==> src/rtl/blockchain_frame_loader.sv <==
// -----------------------------------------------------------------------------
// blockchain_frame_loader
//
// Purpose:
//   Feeds the 8-block CBC encipher stage. Collects 16-bit plaintext words over
//   a valid/ready handshake and packs them into a 128-bit frame, with word 0 in
//   bits [15:0]. A frame closed early by word_last has its unfilled slots set
//   to PAD_WORD. The frame, its IV and the message key are held stable until
//   the consumer accepts them.
//
// Optional feature (macro CBC_CHAIN_EN):
//   defined   - each follow-on frame of a message takes ct_tail (the last
//               ciphertext block of the previous frame) as its IV, so the whole
//               message forms one continuous CBC chain.
//   undefined - every frame of a message reuses the iv_seed latched at start;
//               ct_tail is unused.
//
// Ports:
//   clk, rst_n            clock, synchronous active-low reset
//   start                 begin a message (sampled in IDLE only)
//   iv_seed, key_in       IV of the first frame and key, sampled with start
//   word_in/valid/last    plaintext word stream; word_ready = accept
//   ct_tail               ciphertext[127:112] returned from the encipher
//   frame_valid/ready     frame handshake towards the encipher
//   plaintext             packed 128-bit frame
//   init_vec, key         IV for this frame, latched message key
//   frame_words           number of real (non-pad) words in the frame, 1..8
// -----------------------------------------------------------------------------
module blockchain_frame_loader #(
    parameter int          NUM_BLOCKS = 8,
    parameter logic [15:0] PAD_WORD   = 16'h0000
) (
    input  logic         clk,
    input  logic         rst_n,
    input  logic         start,
    input  logic [15:0]  iv_seed,
    input  logic [19:0]  key_in,
    input  logic [15:0]  word_in,
    input  logic         word_valid,
    input  logic         word_last,
    output logic         word_ready,
    input  logic [15:0]  ct_tail,
    output logic         frame_valid,
    input  logic         frame_ready,
    output logic [127:0] plaintext,
    output logic [15:0]  init_vec,
    output logic [19:0]  key,
    output logic [3:0]   frame_words
);

    localparam logic [2:0] LAST_IDX = 3'(NUM_BLOCKS - 1);

    typedef enum logic [1:0] {
        IDLE = 2'd0,
        FILL = 2'd1,
        HOLD = 2'd2
    } state_t;

    state_t         state_q,       state_d;
    logic [2:0]     cnt_q,         cnt_d;
    logic           last_seen_q,   last_seen_d;
    logic [127:0]   plaintext_q,   plaintext_d;
    logic [15:0]    init_vec_q,    init_vec_d;
    logic [19:0]    key_q,         key_d;
    logic [3:0]     frame_words_q, frame_words_d;

    logic word_fire;
    logic frame_fire;
    logic frame_end;

    // Handshakes only count in the state that raises the matching ready/valid,
    // so stray word_valid/frame_ready elsewhere are ignored.
    assign word_fire  = word_valid && (state_q == FILL);
    assign frame_fire = frame_ready && (state_q == HOLD);
    // word_last only matters when qualified by an accepted word.
    assign frame_end  = word_fire && ((cnt_q == LAST_IDX) || word_last);

`ifndef CBC_CHAIN_EN
    logic unused_ct_tail;
    assign unused_ct_tail = ^ct_tail;
`endif

    // State and datapath registers
    always_ff @(posedge clk) begin
        if (!rst_n) begin
            state_q       <= IDLE;
            cnt_q         <= 3'd0;
            last_seen_q   <= 1'b0;
            plaintext_q   <= 128'd0;
            init_vec_q    <= 16'd0;
            key_q         <= 20'd0;
            frame_words_q <= 4'd0;
        end else begin
            state_q       <= state_d;
            cnt_q         <= cnt_d;
            last_seen_q   <= last_seen_d;
            plaintext_q   <= plaintext_d;
            init_vec_q    <= init_vec_d;
            key_q         <= key_d;
            frame_words_q <= frame_words_d;
        end
    end

    // Next-state logic
    always_comb begin
        state_d = state_q;
        case (state_q)
            IDLE:    if (start)      state_d = FILL;
            FILL:    if (frame_end)  state_d = HOLD;
            HOLD:    if (frame_fire) state_d = last_seen_q ? IDLE : FILL;
            default:                 state_d = IDLE;
        endcase
    end

    // Datapath next values
    always_comb begin
        cnt_d         = cnt_q;
        last_seen_d   = last_seen_q;
        plaintext_d   = plaintext_q;
        init_vec_d    = init_vec_q;
        key_d         = key_q;
        frame_words_d = frame_words_q;

        case (state_q)
            IDLE: begin
                if (start) begin
                    key_d       = key_in;
                    init_vec_d  = iv_seed;
                    plaintext_d = {NUM_BLOCKS{PAD_WORD}};
                    cnt_d       = 3'd0;
                    last_seen_d = 1'b0;
                end
            end
            FILL: begin
                if (word_fire) begin
                    plaintext_d[16*cnt_q +: 16] = word_in;
                    // Wraps to 0 only on the closing word; the next frame
                    // restarts from 0 anyway.
                    cnt_d = cnt_q + 3'd1;
                    if (frame_end) begin
                        frame_words_d = {1'b0, cnt_q} + 4'd1;
                        last_seen_d   = word_last;
                    end
                end
            end
            HOLD: begin
                if (frame_fire && !last_seen_q) begin
                    plaintext_d = {NUM_BLOCKS{PAD_WORD}};
                    cnt_d       = 3'd0;
`ifdef CBC_CHAIN_EN
                    init_vec_d  = ct_tail;
`endif
                end
            end
            default: ;
        endcase
    end

    // Outputs
    always_comb begin
        word_ready  = (state_q == FILL);
        frame_valid = (state_q == HOLD);
        plaintext   = plaintext_q;
        init_vec    = init_vec_q;
        key         = key_q;
        frame_words = frame_words_q;
    end

endmodule
==> config.mk <==
export PLATFORM = sky130hd
export DESIGN_NAME = blockchain_frame_loader
export DESIGN_NICKNAME = d
export VERILOG_FILES = /design/src/rtl/blockchain_frame_loader.sv
export SDC_FILE = /design/constraint.sdc
export NUM_CORES = 1
export LEC_CHECK = 0
export BUFFER_PORTS_ARGS = -buffer_cell sky130_fd_sc_hd__buf_2
export CAP_MARGIN = 15
export CORE_MARGIN = 10
export CORE_UTILIZATION = 52
export DETAILED_ROUTE_END_ITERATION = 6
export PLACE_DENSITY = 0.84
export SYNTH_ARGS = -nofsm -noshare
export SYNTH_HDL_FRONTEND = slang
export SYNTH_SLANG_ARGS = --single-unit
==> constraint.sdc <==
create_clock -name clk -period 3.7 [get_ports clk]
set_input_delay 0.185 -clock clk [delete_from_list [all_inputs] [get_ports clk]]
set_output_delay 0.185 -clock clk [all_outputs]
set_load 0.02 [all_outputs]
## After elaboration in Yosys (flattened, before gate mapping)

Cells that the tools add are included.

| operators by class | value |
|---|---|
| $lt $le $gt $ge | 0 |
| div/mod/pow operators | 0 |
| $mul | 0 |
| muxes and demuxes | 18 |
| shifts and indexed selects | 2 |
| bitwise gates (word level) | 0 |
| eq/ne operators | 8 |
| reductions and logical operators | 14 |
| add/sub/neg operators | 3 |

Operators with widths:

| cell | number |
|---|---|
| $mux 128 | 3 |
| $pmux 128 s3 | 1 |
| $bwmux 128 | 1 |
| $shift 16x34->128 const A | 1 |
| $shiftx 16x34->128 | 1 |
| $neg 7->34 | 1 |
| $mux 3 | 3 |
| $pmux 3 s3 | 1 |
| $ne 2x1->1 const B | 4 |
| $reduce_and 4->1 | 2 |
| $mux 2 | 3 |
| $pmux 2 s3 | 1 |
| $reduce_and 3->1 | 2 |
| $add 3x1->4 const B | 1 |
| $logic_and 1x1->1 | 4 |
| $mux 1 | 4 |
| $add 3x1->3 const B | 1 |
| $eq 3x3->1 const B | 1 |
| $reduce_bool 3->1 | 1 |
| $eq 2x1->1 const B | 1 |
| $eq 2x2->1 const B | 1 |
| $logic_not 2->1 | 1 |
| $ne 2x2->1 const B | 1 |
| $pmux 1 s2 | 1 |
| other kinds (4) | 4 |

| word-level totals | value |
|---|---|
| register bits | 174 |
| memories kept | 0 |
| input port bits | 74 |
| output and inout port bits | 170 |
| bits in latches | 0 |
| bits in read-only memories | 0 |
| bits in writable memories | 0 |

## Longest topological paths before layout

Gate-level depths: netlist of run 1.

| logic depth | value |
|---|---|
| depth after elaboration | 6 |
| gate-level depth with buffers | 10 |

## Worst setup path after synthesis of run 1

Ideal clock, no wire load.

| timing path | value |
|---|---|
| path kind | register -> register |
| from | register cnt_q[0] |
| to | register plaintext_q[110], in the netlist plaintext[110] |
| required time | 3.630 ns |
| period minus slack after synthesis | 2.195 ns |
| stages on the path, launching flop included | 10 |
| arrival | 2.125 ns |
| library setup time | 0.070 ns |
| buffers on the path | 3 |
| path slack | 1.505 ns |
| cells stage by stage | dfxtp_1 -> inv_1 -> ha_1 -> ha_1 -> or2_1 -> buf_6 -> or4_4 -> buf_6 -> buf_8 -> o2bb2ai_1 |

| on the way | value |
|---|---|
| word-level cells in the longest chain between the ends | 5 |
| elaborated cells between the ends (all ways) | 6 |
| classes of those cells | add/sub: 1; shift: 2; mux: 3 |

Ends and longest elaborated chain:

| item | line | text |
|---|---|---|
| start: declaration | 60 | `logic [2:0] cnt_q, cnt_d;` |
| start signal: assignment | 95 | `cnt_q <= cnt_d;` |
| $neg 7->34 (*) | 136 | `plaintext_d[16*cnt_q +: 16] = word_in;` |
| $shiftx 16x34->128 or $shift 16x34->128 (tied branches) | 136 |  |
| $bwmux 128 (*) | 136 |  |
| $mux 128 (*) | 135 | `if (word_fire) begin` |
| $pmux 128 s3 (*) | 124 | `case (state_q)` |
| end signal: assignment | 97 | `plaintext_q <= plaintext_d;` |
| end: declaration | 62 | `logic [127:0] plaintext_q, plaintext_d;` |

Mark *: on every way between the ends. The rest lies on a longest branch, timed or not. The select of a mux whose other input is x is not followed.
A chain may end at the register's enable or synchronous reset.

## Worst setup path in the final report of run 1

| timing path | value |
|---|---|
| from | register cnt_q[0] |
| to | register plaintext_q[7], in the netlist plaintext[7] |

Same word-level chain as after synthesis.

==> results of run 1 <==
## worst max-delay path, stage by stage (launching register included)
cell	delay [ns]
dfxtp_1	0.48
inv_1	0.13
ha_1	0.24
ha_1	0.38
nor4b_1	0.39
nand4_1	0.70
o2bb2ai_1	0.37
## power by group
group | switching (W) | internal (W) | leakage [nW]
Clock | 0.000795 | 0.000954 | 0.288
Sequential | 0.0000201 | 0.00191 | 1.41
Combinational | 0.000240 | 0.000129 | 2.07
Total | 0.00106 | 0.00299 | 3.76
## state kept, by name, summed over array words and instances, names as in the netlist
name / count
cnt_q: 3
frame_words: 4
init_vec: 16
key: 20
last_seen_q: 1
plaintext: 128
state_q: 2
## kinds of logic (layout without fill, tap and decap cells)
kind of cell             Yosys count  after routing  synth area share (%)
AO/OA/AOI/OAI                    180            180                  24.1
AND/OR/NAND/NOR                  180            180                  13.2
flip-flops                       174            174                  55.0
multiplexers                      16             16                  2.53
adder cells (fa/ha/maj)            5              5                 0.987
buffers and inverters             49            287                  4.21
## worst paths after layout
check	startpoint	endpoint	slack, ns
worst max-delay path	cnt_q[0]	plaintext[7]	0.93
worst min-delay path	iv_seed[8]	init_vec[8]	0.01
worst max register to register	cnt_q[0]	plaintext[7]	0.93
worst min register to register	init_vec[10]	init_vec[10]	0.45
## through the flow
stage / util, % / instances / setup WS [ns] / hold WS (ns)
floorplan: - / 604 / 1.50 / 0.320
global placement: 62.3 / 938 / 1.17 / 0.427
detailed placement: 62.6 / 939 / 0.976 / 0.431
CTS: 68.9 / 989 / 0.982 / 0.000430
global route: 68.9 / 989 / 0.686 / 0.0136
finish: 68.9 / 989 / 0.933 / 0.0136
## layout by cell type, fill, tap and decap left out, drive strengths merged, types with 7 or more instances in the layout
cell,count
a21boi,47
a22o,49
a32o,15
and2,15
buf,234
clkbuf,17
clkinv,7
dfxtp,174
dlygate4sd3,18
inv,9
mux2i,16
nand2,123
nor2,11
o21ai,9
o2bb2ai,48
## routing by layer
layer | track usage (%) | vias up | wire [um]
met5 | 0 | - | 0
met4 | 5.76 | 0 | 264
met3 | 8.26 | 22 | 1860
met2 | 36.8 | 229 | 9170
met1 | 26.7 | 2648 | 8180
li1 | - | 2612 | -
## repair_timing
action                    4_1_cts  5_1_grt
resized for setup               0        0
hold endpoints to repair       18        0
hold buffers                   18        0
## final cells by class
cell class | count | area share (%)
Sequential cell | 174 | 42.2
Clock buffer | 17 | 5.16
Clock inverter | 15 | 1.91
Inverter | 3 | 0.137
Tap cell | 147 | 2.23
Timing Repair Buffer | 252 | 16.9
Multi-Input combinational cell | 381 | 31.5
==> run metrics, run 1 <==
antenna violations before repair 0; Routed WL 19.5 mm; clk root buf clkbuf_16; Unique masters post-synth 42; VDD IR max 0.000266 V; Seq/Total Area, Yosys 55.0%; Total GRT Usage 22.2%; Max Cap Viol 0; I/O Buffers 227; vias per inst 5.57; startpoint types flop; Final Total Pwr 0.00404 W; Clock transition at path regs 0.07 ns; fillcell total 884; Avg Cell Area, Syn 10.5 um2; Pwr Density 490 nW/um2; final setup TNS 0 ns; RSZ-0062 raised after global routing false; largest net degree at the start of global routing 70; Slew @ Worst Pin 1.15 ns; Antenna diodes 0; Setup Buffers After CTS 0; DRT antenna net count 0; DRC 0; synthesized net count 683; H-tree depth 4; synthesized flop and latch total 174; Primary FF master, synth dfxtp_1; GP Congestion 0.814; nets 908; area delta synth->final 30.2%; Final Hold Fails 0; die area 17000 um2; FF/Latch Area 3480 um2; drt first pass iters 6; DR vias 5511; post-detail-place hpwl 14.3 mm; asr flop ratio synth 0%; synth top area cells dfxtp_1 (55%), nand2_1 (7.3%), a22o_1 (6.8%); Wirelength per Cell 19.7 um; die height 130 um; critical path peak fanout 16; cell type with the largest total area after synthesis dfxtp_1; io pins 244; top cells by count, synth dfxtp_1 (174), nand2_1 (123), a22o_1 (49); first-pass GRT wire length 30.1 mm; area share of the largest cell type after synthesis 55.0%; Synth Cell Area 6340 um2; overall die width 130 um; status finished, final reports clean; GRT Residual Overflow 0; Final setup viols 0; min Tclk post-route 2.77 ns; Clk Latency, worst-skew pair 0.42 ns; Num CTS Buffers 17; hold path depth 3; crit end category flop; length in cells of the worst reg-to-reg path 6; final max-slew violation count 0; Num Clock Sinks 174; Clock Tree Buf Depth 2; vias in the first global route 5608; most numerous cell in the Yosys netlist dfxtp_1; CTS tree done; CORE AREA 12000 um2; WP data required 4.04 ns; num rows 40; Crit Path Class reg2reg; Slew HR 23.6%; Ys Warns 0; post-route design area 8250 um2; share of cells above drive strength 1 33.5%; Worst Path Arrival 3.10 ns; Tcrit/Tclk final 74.8%; area of the multi-input gates 2590 um2; Hold WC Path Type in2reg; fmax 361 MHz; Worst Skew 0.0102 ns; DR iter-0 viols 524; Leak 3.76 nW; Post-Syn Instances 604; Initial Util 53.0%; Post-synth EDFFs 0; post-place instance area 7480 um2
(Power assumes the default switching activity.)
==> run 2, diff against run 1 <==
--- a/config.mk
+++ b/config.mk
@@ -8,9 +8,9 @@
 export BUFFER_PORTS_ARGS = -buffer_cell sky130_fd_sc_hd__buf_2
 export CAP_MARGIN = 15
 export CORE_MARGIN = 10
-export CORE_UTILIZATION = 52
+export CORE_UTILIZATION = 49
 export DETAILED_ROUTE_END_ITERATION = 6
-export PLACE_DENSITY = 0.84
+export PLACE_DENSITY = 0.8
 export SYNTH_ARGS = -nofsm -noshare
 export SYNTH_HDL_FRONTEND = slang
 export SYNTH_SLANG_ARGS = --single-unit
==> constraint.sdc (replaced) <==
create_clock -name clk -period 2.6 [get_ports clk]
set_input_delay 0.13 -clock clk [delete_from_list [all_inputs] [get_ports clk]]
set_output_delay 0.13 -clock clk [all_outputs]
set_load 0.02 [all_outputs]
==> run 2 against run 1 <==
Against the previous run: power rose by 48%; design area is 4.4% higher; via count up 3.3%; final cell count is 5.6% higher; fmax up 15%; sequential power is 42% higher; sequential cell count unchanged; first-iteration DRC count down 23%; clock skew is 0.00072 ns lower; register-to-register slack lost 0.75 ns.
==> run metrics, run 2 (synthesis gave the netlist of run 1 again) <==
Final Hold Fails 0 (unchanged); DRT antenna net count 0 (unchanged); P_int 0.00451 W (was 0.00299 W); first-pass GRT wire length 32.8 mm (was 30.1 mm); Crit Path Class reg2reg (unchanged); Final Total Pwr 0.00600 W (was 0.00404 W); GRT Residual Overflow 0 (unchanged); Tcrit/Tclk final 92.9% (was 74.8%); overall die width 134 um (was 130 um); antenna violations before repair 0 (unchanged); Pwr Density 697 nW/um2 (was 490 nW/um2); worst r2r src cnt_q[1] (was cnt_q[0]); Worst Path Arrival 2.77 ns (was 3.10 ns); vias in the first global route 5861 (was 5608); fillcell total 964 (was 884); Final setup viols 0 (unchanged); vias per inst 5.45 (was 5.57); RSZ-0062 raised after global routing false (unchanged); WP data required 2.95 ns (was 4.04 ns); most frequent cells in the layout buf_2 (226), dfxtp_1 (174), nand2_1 (123) (unchanged); I/O Buffers 227 (unchanged); length in cells of the worst reg-to-reg path 7 (was 6); VDD IR max 0.000418 V (was 0.000266 V); Antenna diodes 0 (unchanged); Clk Latency, worst-skew pair 0.43 ns (was 0.42 ns); Slew HR 40.9% (was 23.6%); Wirelength per Cell 20.1 um (was 19.7 um); Leak 3.93 nW (was 3.76 nW); hold path depth 3 (unchanged); Routed WL 20.9 mm (was 19.5 mm); CORE AREA 12600 um2 (was 12000 um2); DR iter-0 viols 404 (was 524); DR vias 5692 (was 5511); die height 134 um (was 130 um); P_sw 0.00148 W (was 0.00106 W); number of flip-flops in the largest register 128 (unchanged); critical path peak fanout 16 (unchanged); post-detail-place hpwl 14.6 mm (was 14.3 mm); Comb power frac 9.6% (was 9.1%); num rows 41 (was 40); clk root buf clkbuf_16 (unchanged); startpoint types flop (unchanged); min Tclk post-route 2.42 ns (was 2.77 ns); io pins 244 (unchanged); crit end category flop (unchanged); Worst Hold End plaintext[102] (was init_vec[8]); Max Cap Viol 0 (unchanged); GP Congestion 0.870 (was 0.814); Hold WC Path Type in2reg (unchanged); final max-slew violation count 0 (unchanged); Slew @ Worst Pin 0.885 ns (was 1.15 ns); Clock transition at path regs 0.06 ns (was 0.07 ns); DRC 0 (unchanged); CTS tree done (unchanged); switching share of power 24.8% (was 26.1%); commonest non-fill, non-tap cell in the layout buf_2 (unchanged); final setup TNS 0 ns (unchanged); R2R Path End plaintext[97] (was plaintext[7]); Initial Util 50.2% (was 53.0%); largest net degree at the start of global routing 48 (was 70); pre-CTS setup slack 0.190 ns (was 0.976 ns); Total GRT Usage 22.8% (was 22.2%); Flop pwr share 45.7% (was 47.6%); Worst Skew 0.00944 ns (was 0.0102 ns); Num Clock Sinks 174 (unchanged); fmax 414 MHz (was 361 MHz); H-tree depth 4 (unchanged); Num CTS Buffers 17 (unchanged); final worst slack 0.185 ns (was 0.933 ns); share of cells above drive strength 1 33.4% (was 33.5%); Worst Hold Launch word_in[6] (was iv_seed[8]); power share of the clock group 44.6% (was 43.3%); status finished, final reports clean (unchanged); drt first pass iters 5 (was 6); nets 938 (was 908); final core occ 68.2% (was 68.9%); area delta synth->final 35.8% (was 30.2%); Clock Tree Buf Depth 2 (unchanged); r2r setup slk 0.18 ns (was 0.93 ns); die area 17900 um2 (was 17000 um2)
==> run 2: changes by cell type in the layout (fill, tap and decap cells not counted), sizes merged <==
cell         delta
inv             -1
clkinv          -3
clkbuf          +2
buf             +9
bufinv          +2
dlygate4sd3    +21
==> run 2: timing repair <==
action | CTS | global route
setup buffers | 0 | 0
hold buffers | 39 | 0
gates resized for setup | 0 | 2
hold endpoints to repair | 41 | 0
endpoints found under the setup margin | 0 | 28
==> run 2: area by class of cell <==
class	instances	area, um2	area share, %
flip-flops and latches	174	3480	40.5
multi-input cells	381	2610	30.3
repair buffers	282	1660	19.3
clock buffers	19	453	5.26
well taps	172	215	2.50
clock inverters	13	175	2.04
inverters	3	11.3	0.131
==> run 2: worst max path at each step <==
stage / from / endpoint / cells after the start
2_1_floorplan: cnt_q[0] / plaintext[110] / 9
5_1_grt: cnt_q[1] / plaintext[109] / 7
4_1_cts: cnt_q[1] / plaintext[94] / 6
6_report: cnt_q[1] / plaintext[97] / 7
3_3_place_gp: cnt_q[1] / plaintext[94] / 6
3_5_place_dp: cnt_q[1] / plaintext[87] / 6
==> run 2: worst max-delay path: stages (launching register included) <==
cell and delay (ns):
dfxtp_1 0.41, inv_1 0.09, ha_1 0.22, ha_1 0.36
nand2b_1 0.25, o31ai_1 0.13, a21boi_2 0.69, o2bb2ai_1 0.19
==> run 2: metal layers <==
layer	up-vias	global-route usage [%]	routed length, um	share of wire, %
met5	-	0	0	0
met3	43	8.61	2010	9.6
met1	2706	27.7	8740	42
li1	2681	-	-	-
met2	262	36.3	9690	46
met4	0	7.44	495	2.4
==> run 2: power groups by stage <==
stage | Combinational, W | Clock [W] | Sequential (W)
floorplan | 0.000276 | 0 | 0.00285
global placement | 0.000502 | 0 | 0.00280
detailed placement | 0.000517 | 0 | 0.00280
CTS | 0.000566 | 0.00271 | 0.00274
global route | 0.000622 | 0.00282 | 0.00275
finish | 0.000576 | 0.00268 | 0.00274
==> run 2: stage by stage <==
| stage | std cells | instance area (um2) | hold slack [ns] |
|---|---|---|---|
| after floorplan | 604 | 6340 | 0.265 |
| after global placement | 973 | 7570 | 0.372 |
| after detailed placement | 973 | 7570 | 0.378 |
| after CTS | 1044 | 8590 | 0.00336 |
| after global routing | 1044 | 8610 | 0.0232 |
| final | 1044 | 8610 | 0.0172 |
==> run 3, diff against run 2 <==
--- a/config.mk
+++ b/config.mk
@@ -8,9 +8,11 @@
 export BUFFER_PORTS_ARGS = -buffer_cell sky130_fd_sc_hd__buf_2
 export CAP_MARGIN = 15
 export CORE_MARGIN = 10
-export CORE_UTILIZATION = 49
+export CORE_UTILIZATION = 50
+export CTS_BUF_LIST = sky130_fd_sc_hd__clkbuf_8
 export DETAILED_ROUTE_END_ITERATION = 6
-export PLACE_DENSITY = 0.8
+export PLACE_DENSITY = 0.81
+export SKIP_CTS_REPAIR_TIMING = 1
 export SYNTH_ARGS = -nofsm -noshare
 export SYNTH_HDL_FRONTEND = slang
 export SYNTH_SLANG_ARGS = --single-unit
==> run 3 against run 2 <==
Against the previous run: the run now ends with hold timing left; clock skew decreased by 0.00095 ns; global-route usage decreased by 1.3 points; non-clock buffer count rose by 10; core utilization fell by 0.63 points; combinational power is 2% higher; die area fell by 1.7%; fmax is essentially flat; worst hold slack got worse by 0.020 ns; routed wire length fell by 0.53%; via count grew 1.1%.
==> run metrics, run 3 (synthesis gave the netlist of run 1 again) <==
Leak 3.86 nW (was 3.93 nW); clk root buf clkbuf_8 (was clkbuf_16); Tcrit/Tclk final 92.9% (about the same); most frequent cells in the layout buf_2 (226), dfxtp_1 (174), nand2_1 (123) (unchanged); crit end category flop (unchanged); largest net degree at the start of global routing 62 (was 48); num rows 41 (unchanged); power share of the clock group 35.4% (was 44.6%); WP data required 3.00 ns (was 2.95 ns); DR vias 5757 (was 5692); nets 948 (was 938); Pwr Density 608 nW/um2 (was 697 nW/um2); io pins 244 (unchanged); post-route design area 8460 um2 (was 8610 um2); CORE AREA 12500 um2 (was 12600 um2); Wirelength per Cell 19.8 um (was 20.1 um); CTS tree done (unchanged); Antenna diodes 0 (unchanged); number of flip-flops in the largest register 128 (unchanged); antenna violations before repair 0 (unchanged); GP Congestion 0.802 (was 0.870); Crit Path Class reg2reg (unchanged); status complete, but fails checks (was finished, final reports clean); Num Clock Sinks 174 (unchanged); Comb power frac 11.4% (was 9.6%); min Tclk post-route 2.41 ns (was 2.42 ns); Clk Latency, worst-skew pair 0.46 ns (was 0.43 ns); Max Cap Viol 0 (unchanged); failing checks hold timing; final setup TNS 0 ns (unchanged); first-pass GRT wire length 30.7 mm (was 32.8 mm); DRC 0 (unchanged); DR iter-0 viols 400 (was 404); startpoint types flop (unchanged); hold_ws -0.00267 ns (was 0.0172 ns); Worst Path Arrival 2.82 ns (was 2.77 ns); Clock Tree Buf Depth 2 (unchanged); Slew HR 27.7% (was 40.9%); overall die width 133 um (was 134 um); Final Hold Fails 1 (was 0); P_sw 0.00137 W (was 0.00148 W); Routed WL 20.8 mm (was 20.9 mm); commonest non-fill, non-tap cell in the layout buf_2 (unchanged); post-detail-place hpwl 14.7 mm (was 14.6 mm); GRT Residual Overflow 0 (unchanged); switching share of power 26.6% (was 24.8%); die height 133 um (was 134 um); fmax 414 MHz (about the same); post-place instance area 7590 um2 (was 7570 um2); final max-slew violation count 0 (unchanged); Clock transition at path regs 0.09 ns (was 0.06 ns); Initial Util 50.6% (was 50.2%); Slew @ Worst Pin 1.08 ns (was 0.885 ns); DRT antenna net count 0 (unchanged); vias in the first global route 5573 (was 5861); Num CTS Buffers 17 (unchanged); die area 17600 um2 (was 17900 um2); Final setup viols 0 (unchanged); share of cells above drive strength 1 33.0% (was 33.4%); area delta synth->final 33.5% (was 35.8%); H-tree depth 4 (unchanged); Worst Skew 0.00849 ns (was 0.00944 ns); VDD IR max 0.000312 V (was 0.000418 V); Total GRT Usage 21.5% (was 22.8%); drt first pass iters 5 (unchanged); P_int 0.00378 W (was 0.00451 W); vias per inst 5.46 (was 5.45); I/O Buffers 227 (unchanged); RSZ-0062 raised after global routing false (unchanged); Flop pwr share 53.2% (was 45.7%); Hold WC Path Type in2reg (unchanged); final core occ 67.6% (was 68.2%); critical path peak fanout 16 (unchanged)
-- run 3: changes by cell type in the layout (fill, tap and decap cells not counted), moves of 2 or more --
cell	delta
clkbuf_8	+18
dlygate4sd3_1	+9
clkinv_2	+3
clkbuf_16	-17
clkinv_4	-3
bufinv_16	-2
-- run 3: stage by stage --
stage	power [W]	hold WS [ns]	cells	worst slack, ns
6_report	0.00515	-0.00267	1054	0.186
4_1_cts	0.00511	-0.125	1006	0.167
5_1_grt	0.00534	0.00100	1054	0.0218
3_5_place_dp	0.00332	0.377	974	0.203
2_1_floorplan	0.00313	0.265	604	0.405
3_3_place_gp	0.00330	0.370	974	0.281
-- run 3: metal layers --
layer | up-vias | global-route usage, % | share of wire [%]
li1 | 2688 | - | -
met1 | 2806 | 26.0 | 42
met2 | 237 | 33.9 | 47
met3 | 26 | 9.39 | 9.2
met4 | 0 | 6.48 | 1.4
met5 | - | 0 | 0
-- run 3: path summary, 6_finish.rpt --
check,startpoint,to,slack [ns],cells after the start
max,cnt_q[1],plaintext[92],0.19,6
min,word_in[4],plaintext[100],-0.003,3
max reg2reg,cnt_q[1],plaintext[92],0.19,6
min reg2reg,key[5],key[5],0.45,2
-- run 3: area by class of cell --
class / instances / area, um2
Fill cell: 990 / 4060
Multi-Input combinational cell: 381 / 2590
Clock inverter: 12 / 108
Timing Repair Buffer: 292 / 1770
Inverter: 3 / 11.3
Tap cell: 172 / 215
Sequential cell: 174 / 3480
Clock buffer: 20 / 275
-- run 3: power by group through the flow --
stage | Combinational, W | Clock (W) | Sequential (W)
3_3_place_gp | 0.000504 | 0 | 0.00280
6_report | 0.000586 | 0.00182 | 0.00274
5_1_grt | 0.000631 | 0.00197 | 0.00274
3_5_place_dp | 0.000522 | 0 | 0.00280
4_1_cts | 0.000522 | 0.00185 | 0.00274
2_1_floorplan | 0.000276 | 0 | 0.00285
-- run 3: worst max-delay path: stages (launching register included) --
cell,delay (ns)
dfxtp_1,0.42
inv_1,0.08
ha_1,0.21
ha_1,0.29
nand2b_1,0.23
nor3_2,0.84
a32o_1,0.28
